[src/rtl/sipo_frame_receiver.sv]
// LSB-first serial-to-parallel frame receiver with a one-word valid/ready holding register.
// Define SIPO_PARITY_CHECK_EN to add a trailing even-parity bit to each frame and drive parity_err.
module sipo_frame_receiver #(
    parameter int WIDTH = 4
) (
    input  logic             clk,
    input  logic             reset_n,
    input  logic             serial_in,
    input  logic             bit_valid,
    input  logic             frame_start,
    output logic [WIDTH-1:0] parallel_out,
    output logic             out_valid,
    input  logic             out_ready,
    output logic             busy,
    output logic             frame_err,
    output logic             overrun,
    output logic             parity_err
);

`ifdef SIPO_PARITY_CHECK_EN
    localparam int FRAME_LEN = WIDTH + 1;
`else
    localparam int FRAME_LEN = WIDTH;
`endif
    localparam int CW = $clog2(WIDTH + 2);

    typedef enum logic {IDLE, SHIFT} state_t;

    state_t               state;
    logic [CW-1:0]        bit_cnt;
    logic [FRAME_LEN-1:0] shreg;
    logic [FRAME_LEN-1:0] shreg_nxt;
    logic                 last_bit;
    logic                 word_load;

    // After the final shift, data bit 0 lands at the LSB and any parity bit sits above the data.
    assign shreg_nxt = {serial_in, shreg[FRAME_LEN-1:1]};
    assign last_bit  = (state == SHIFT) && bit_valid && !frame_start &&
                       (bit_cnt == CW'(FRAME_LEN - 1));
    assign word_load = last_bit && (!out_valid || out_ready);

    always_ff @(posedge clk or negedge reset_n) begin
        if (!reset_n) begin
            state        <= IDLE;
            bit_cnt      <= '0;
            shreg        <= '0;
            parallel_out <= '0;
            out_valid    <= 1'b0;
            busy         <= 1'b0;
            frame_err    <= 1'b0;
            overrun      <= 1'b0;
        end else begin
            frame_err <= 1'b0;
            overrun   <= 1'b0;
            if (out_valid && out_ready)
                out_valid <= 1'b0;
            case (state)
                IDLE: begin
                    if (bit_valid && frame_start) begin
                        shreg   <= shreg_nxt;
                        bit_cnt <= CW'(1);
                        state   <= SHIFT;
                        busy    <= 1'b1;
                    end
                end
                SHIFT: begin
                    if (bit_valid) begin
                        shreg <= shreg_nxt;
                        if (frame_start) begin
                            // Restart: older partial bits shift out over the new frame.
                            frame_err <= 1'b1;
                            bit_cnt   <= CW'(1);
                        end else if (last_bit) begin
                            bit_cnt <= '0;
                            state   <= IDLE;
                            busy    <= 1'b0;
                            if (word_load) begin
                                parallel_out <= shreg_nxt[WIDTH-1:0];
                                out_valid    <= 1'b1;
                            end else begin
                                overrun <= 1'b1;
                            end
                        end else begin
                            bit_cnt <= bit_cnt + 1'b1;
                        end
                    end
                end
                default: state <= IDLE;
            endcase
        end
    end

`ifdef SIPO_PARITY_CHECK_EN
    always_ff @(posedge clk or negedge reset_n) begin
        if (!reset_n)
            parity_err <= 1'b0;
        else if (word_load)
            parity_err <= ^shreg_nxt;
    end
`else
    assign parity_err = 1'b0;
`endif

endmodule

[config.mk]
export PLATFORM = sky130hd
export DESIGN_NAME = sipo_frame_receiver
export DESIGN_NICKNAME = d
export VERILOG_FILES = /design/src/rtl/sipo_frame_receiver.sv
export SDC_FILE = /design/constraint.sdc
export NUM_CORES = 1
export LEC_CHECK = 0
export BUFFER_PORTS_ARGS = -buffer_cell sky130_fd_sc_hd__buf_2
export CAP_MARGIN = 40
export CORE_AREA = 4 4 45 47
export CTS_CLUSTER_DIAMETER = 120
export CTS_CLUSTER_SIZE = 30
export DETAILED_ROUTE_END_ITERATION = 10
export DIE_AREA = 0 0 49 51
export GPL_TIMING_DRIVEN = 0
export PLACE_DENSITY = 0.64
export SLEW_MARGIN = 15
export SYNTH_ARGS = -nofsm -noshare
export SYNTH_HDL_FRONTEND = slang
export SYNTH_SLANG_ARGS = --single-unit
[constraint.sdc]
create_clock -name clk -period 1.5 [get_ports clk]
set_clock_uncertainty 0.1 [all_clocks]
set_input_delay 0.15 -clock clk [delete_from_list [all_inputs] [get_ports clk]]
set_output_delay 0.15 -clock clk [all_outputs]
set_load 0.02 [all_outputs]
; Word-level counts from Yosys, hierarchy flattened
; Cells that the tools add are included.
[totals]
reg_bits = 16
in_bits = 6
out_inout_bits = 9
[op_classes]
add_sub_neg = 1
eq_ne = 5
mux = 32
n_bitwise = 2
n_reduce_logical = 12
[op_table]
columns = cell, count
row1 = 1-bit two-way mux, 22
row2 = 3-bit two-way mux, 4
row3 = 4-bit two-way mux, 2
row4 = 4-bit one-hot mux with 2 select lines, 1
row5 = 1-bit logical AND, 6
row6 = 2-bit inequality test (second input constant), 3
row7 = 3-bit one-hot mux with 2 select lines, 1
row8 = 5-bit AND reduction, 1
row9 = 1-bit one-hot mux with 2 select lines, 2
row10 = 4-bit AND reduction, 1
row11 = 3-bit by 1-bit adder with 3-bit output (second input constant), 1
row12 = 3-bit by 2-bit equality test with 1-bit output (second input constant), 1
row13 = 1-bit logical NOT, 2
row14 = 2-bit by 1-bit inequality test with 1-bit output (second input constant), 1
row15 = 1-bit inverter, 2
row16 = 2-bit AND reduction, 1
row17 = 1-bit logical OR, 1

; Logic depth before layout (Yosys ltp)
[logic_depth]
depth_word = 9
ltp_mapped = 4
ltp_nobuf = 4

; Worst setup path before layout
; Ideal clock, no wire load.
[synth_timing]
path_kind = reg-to-reg
start = register bit_cnt[0]
end = register parallel_out[3]
setup_ps = 125
arrival_time_ps = 1352
required_time_ps = 1275
path_slack_ps = -77
stages_incl_launch_ff = 5
n_path_buf = 0
cell_sequence = dfrtp_1 > ha_1 > nand2b_1 > nor4b_4 > mux2_2
[synth_via]
elab_chain_len = 4
[synth_rtl]
columns = element, line_no
row1 = "start, declared", 30  ; logic [CW-1:0] bit_cnt;
row2 = "start signal, assigned", 84  ; bit_cnt <= bit_cnt + 1'b1;
row3 = 3-bit by 2-bit equality test with 1-bit output *, 39  ; (bit_cnt == CW'(FRAME_LEN - 1));
row4 = 1-bit logical AND *, 38  ; assign last_bit = (state == SHIFT) && bit_valid && !frame_start &&
row5 = 1-bit logical AND, 40  ; assign word_load = last_bit && (!out_valid || out_ready);
row6 = 5-bit AND reduction (no line) *, n/a
row7 = "end signal, assigned", 78  ; parallel_out <= shreg_nxt[WIDTH-1:0];
row8 = "end, declared", 11  ; output logic [WIDTH-1:0] parallel_out,
; Every way passes the cells marked *; elsewhere a longest branch is shown, timed or not.
; A chain may end at the register's enable or synchronous reset.

; Worst setup path in the final report
; Same ends and word-level chain as after synthesis.

==> metrics.md <==
| Metric | Value |
|---|---|
| Final min period | 1.53 ns |
| Setup TNS | -0.0838 ns |
| Hpwl dp | 759 um |
| Register area | 377 um2 |
| Largest family of logic cells by synthesized area | multiplexers |
| CTS root buffer | clkbuf_4 |
| Crit end category | register |
| WP data arrival | 1.59 ns |
| Final nets | 81 |
| Global-route wire length before repair | 2.06 mm |
| Fmax | 655 MHz |
| Switching fraction of total power | 0.341 |
| Starting Density | 0.383 |
| Mapped Nets | 59 |
| Die area | 2500 um2 |
| Worst endpoint required time | 1.56 ns |
| Avg Inst Size Synth | 12.2 um2 |
| FILL cells | 154 |
| CTS sink cnt | 15 |
| Post-synthesis sequential area ratio | 0.594 |
| Dpl cells | 82 |
| Clock power frac | 0.164 |
| Die Y | 51 um |
| CP max-delay cell | dfrtp_1 |
| CTS tree | built |
| I/O pins | 15 |
| GRT Overall Usage | 0.104 |
| Synthesis-stage register bit count | 15 |
| Max_cap viols | 0 |
| ANT nets after route | 0 |
| TritonRoute pass-1 iters | 2 |
| Reg2Reg Depth | 5 |
| Adder-cell area share of the yosys netlist | 0.0198 |
| Pint | 0.000888 W |
| Number of global-route vias before repair | 469 |
| Total congestion overflow | 0 |
| Crit-path cells | ha_4 > nand2b_4 > nor4b_4 > buf_4 > mux2_4 |
| Largest net degree at the start of global routing | 16 |
| Failing checks | setup timing |
| RSZ-0062 raised after global routing | yes |
| N_diodes | 0 |
| Critical path type | register to register |
| Core area | 1650 um2 |
| Area delta synth->final | 29.1% |
| Setup-failing EPs final | 4 |
| Multiplexer share of the synthesized area | 0.125 |
| Residual DRC | 0 |
| Via/cell ratio | 4.89 |
| Worst setup margin | -0.0262 ns |
| Via count | 440 |
| Synth cell types | 17 |
| Share of layout cells above drive strength 1 | 0.466 |
| Simple-gate portion of the synthesized area | 0.119 |
| Clock tree buffer depth | 2 |
| Routed wire length | 1.07 mm |
| Synth Area in Compound Gates | 0.101 |
| Multi-input logic area | 272 um2 |
| Cts bufs inserted | 3 |
| Max VDD drop | 0.682 mV |
| DR WL/cell | 11.9 um |
| Final Non-Filler Cells | 90 |
| Final Hold Vio Count | 0 |
| Antenna violations before repair | 0 |
| Post-Synth XOR/XNOR Area | 0 |
| Cell Area, Synth | 632 um2 |
| H-tree levels | 1 |
| Slew Viols, Final | 0 |
| Yosys warnings | 0 |
| Clock Pin Slew Worst Setup and Hold Paths | 0.09 ns |
| Fin crit share | 1.02 |
| Gpl congestion | 0.709 |
| Sequential share of power | 0.464 |
| Type of the tightest min-delay check | primary input to register |
| Crit path largest cell delay | 0.40 ns |
| Clk_lat worst skew | 0.27 ns |
| Power Dens Cells | 1650 nW/um2 |
| Floorplan row count | 15 |
| Status | finished with violations |
| Critical path peak fanout | 4 |
| IO Port Bufs | 13 |
| Switching pwr | 0.000459 W |
| Leak Pwr | 0.411 nW |
| Hold path cells | 2 |
| Chip Width | 49 um |
| Mapped Cells | 52 |
| Startpoint types | register |
| Combinational share of power | 0.371 |
| DR iter-0 viols | 4 |
-- power groups by stage --
stage	clock network [W]	registers, W	logic, W
CTS	0.000234	0.000625	0.000495
finish	0.000221	0.000625	0.000500
detailed placement	0	0.000620	0.000427
global route	0.000252	0.000652	0.000551
global placement	0	0.000618	0.000415
floorplan	0	0.000690	0.000226
-- logic make-up after synthesis --
| family | after synthesis |
|---|---|
| and+or+nand+nor | 11 |
| AOI/OAI and AO/OA | 12 |
| adders and majority gates | 1 |
| other | 1 |
| muxes | 7 |
| buffers and inverters | 5 |
| DFF | 15 |
-- timing repair --
action,CTS,global route
resized for setup,5,1
setup endpoints to repair,4,9
buffers inserted,3,0
endpoints found under the hold margin,15,0
pin swaps,3,0
hold buffers,1,0
-- synthesized netlist by cell type --
master,number,area share
a21oi_1,3,0.024
a31oi_1,1,0.0099
buf_4,1,0.012
conb_1,1,0.0059
dfrtp_1,15,0.59
ha_1,1,0.020
inv_1,4,0.024
mux2_2,7,0.12
nand2_1,2,0.012
nand2_2,1,0.0099
nand2b_1,2,0.020
nand4_1,1,0.0099
nor2_1,3,0.018
nor4b_4,1,0.038
o21a_1,1,0.012
o21ai_0,7,0.055
or3_2,1,0.012
-- per-layer routing --
metal  wire length [um]  track usage  vias to the layer above
li1                   -            -                      220
met1                492        0.124                      210
met2                525        0.180                        8
met3                 39       0.0350                        2
met4                 15       0.0269                        0
met5                  0            0                        -
-- critical path, delay by kind of cell (launching register included) --
family,cells,cell delay [ns]
fa+ha+maj,1,0.17
buf+inv,1,0.18
flops,1,0.40
mux,1,0.30
simple gates,2,0.26
-- per-stage QoR --
| step | power, W | setup WS [ns] | hold WS [ns] | util | instance area, um2 |
|---|---|---|---|---|---|
| finish | 0.00135 | -0.0262 | 0.0325 | 0.494 | 816 |
| floorplan | 0.000916 | -0.0628 | -0.246 | - | 646 |
| detailed placement | 0.00105 | -0.164 | -0.0227 | 0.443 | 732 |
| global route | 0.00145 | -0.101 | 0.0329 | 0.494 | 816 |
| global placement | 0.00103 | -0.182 | -0.0302 | 0.443 | 732 |
| CTS | 0.00135 | -0.0232 | 0.0175 | 0.492 | 813 |
-- final cells by class --
class                      count  area share
tap                           17      0.0261
multi-input combinational     32       0.333
clock buffer                   4      0.0322
timing repair buffer          17       0.120
sequential                    15       0.462
buffer                         1     0.00920
inverter                       4      0.0184
-- path summary, 6_finish.rpt --
check	startpoint	endpoint	slack, ns
max reg2reg	bit_cnt[0]	parallel_out[3]	-0.03
min	serial_in	shreg[3]	0.03
min reg2reg	bit_cnt[2]	bit_cnt[2]	0.40
max	bit_cnt[0]	parallel_out[3]	-0.03
min in group asynchronous	reset_n	bit_cnt[2]	0.21
max in group asynchronous	reset_n	state	0.83
-- registers in the layout, summed over array words and instances (netlist names) --
register,count
parallel_out,4
bit_cnt,3
shreg,3
busy,1
frame_err,1
out_valid,1
overrun,1
state,1
-- cells in the final DEF (no fill, tap or decap) --
cell / instances
dfrtp_1: 14
buf_2: 13
o21ai_0: 7
inv_1: 4
mux2_4: 4
buf_4: 4
mux2_2: 3
a21oi_1: 3
clkbuf_4: 3
nor2_1: 2
nand2_1: 2
nand2b_4: 1
nand2_2: 1
or3_2: 1
nand2b_1: 1
nor2_2: 1
nand4_1: 1
o21a_1: 1
nor4b_4: 1
a31oi_1: 1
ha_4: 1
conb_1: 1
clkbuf_1: 1
dlygate4sd3_1: 1
dfrtp_2: 1
(Power assumes the default switching activity.)
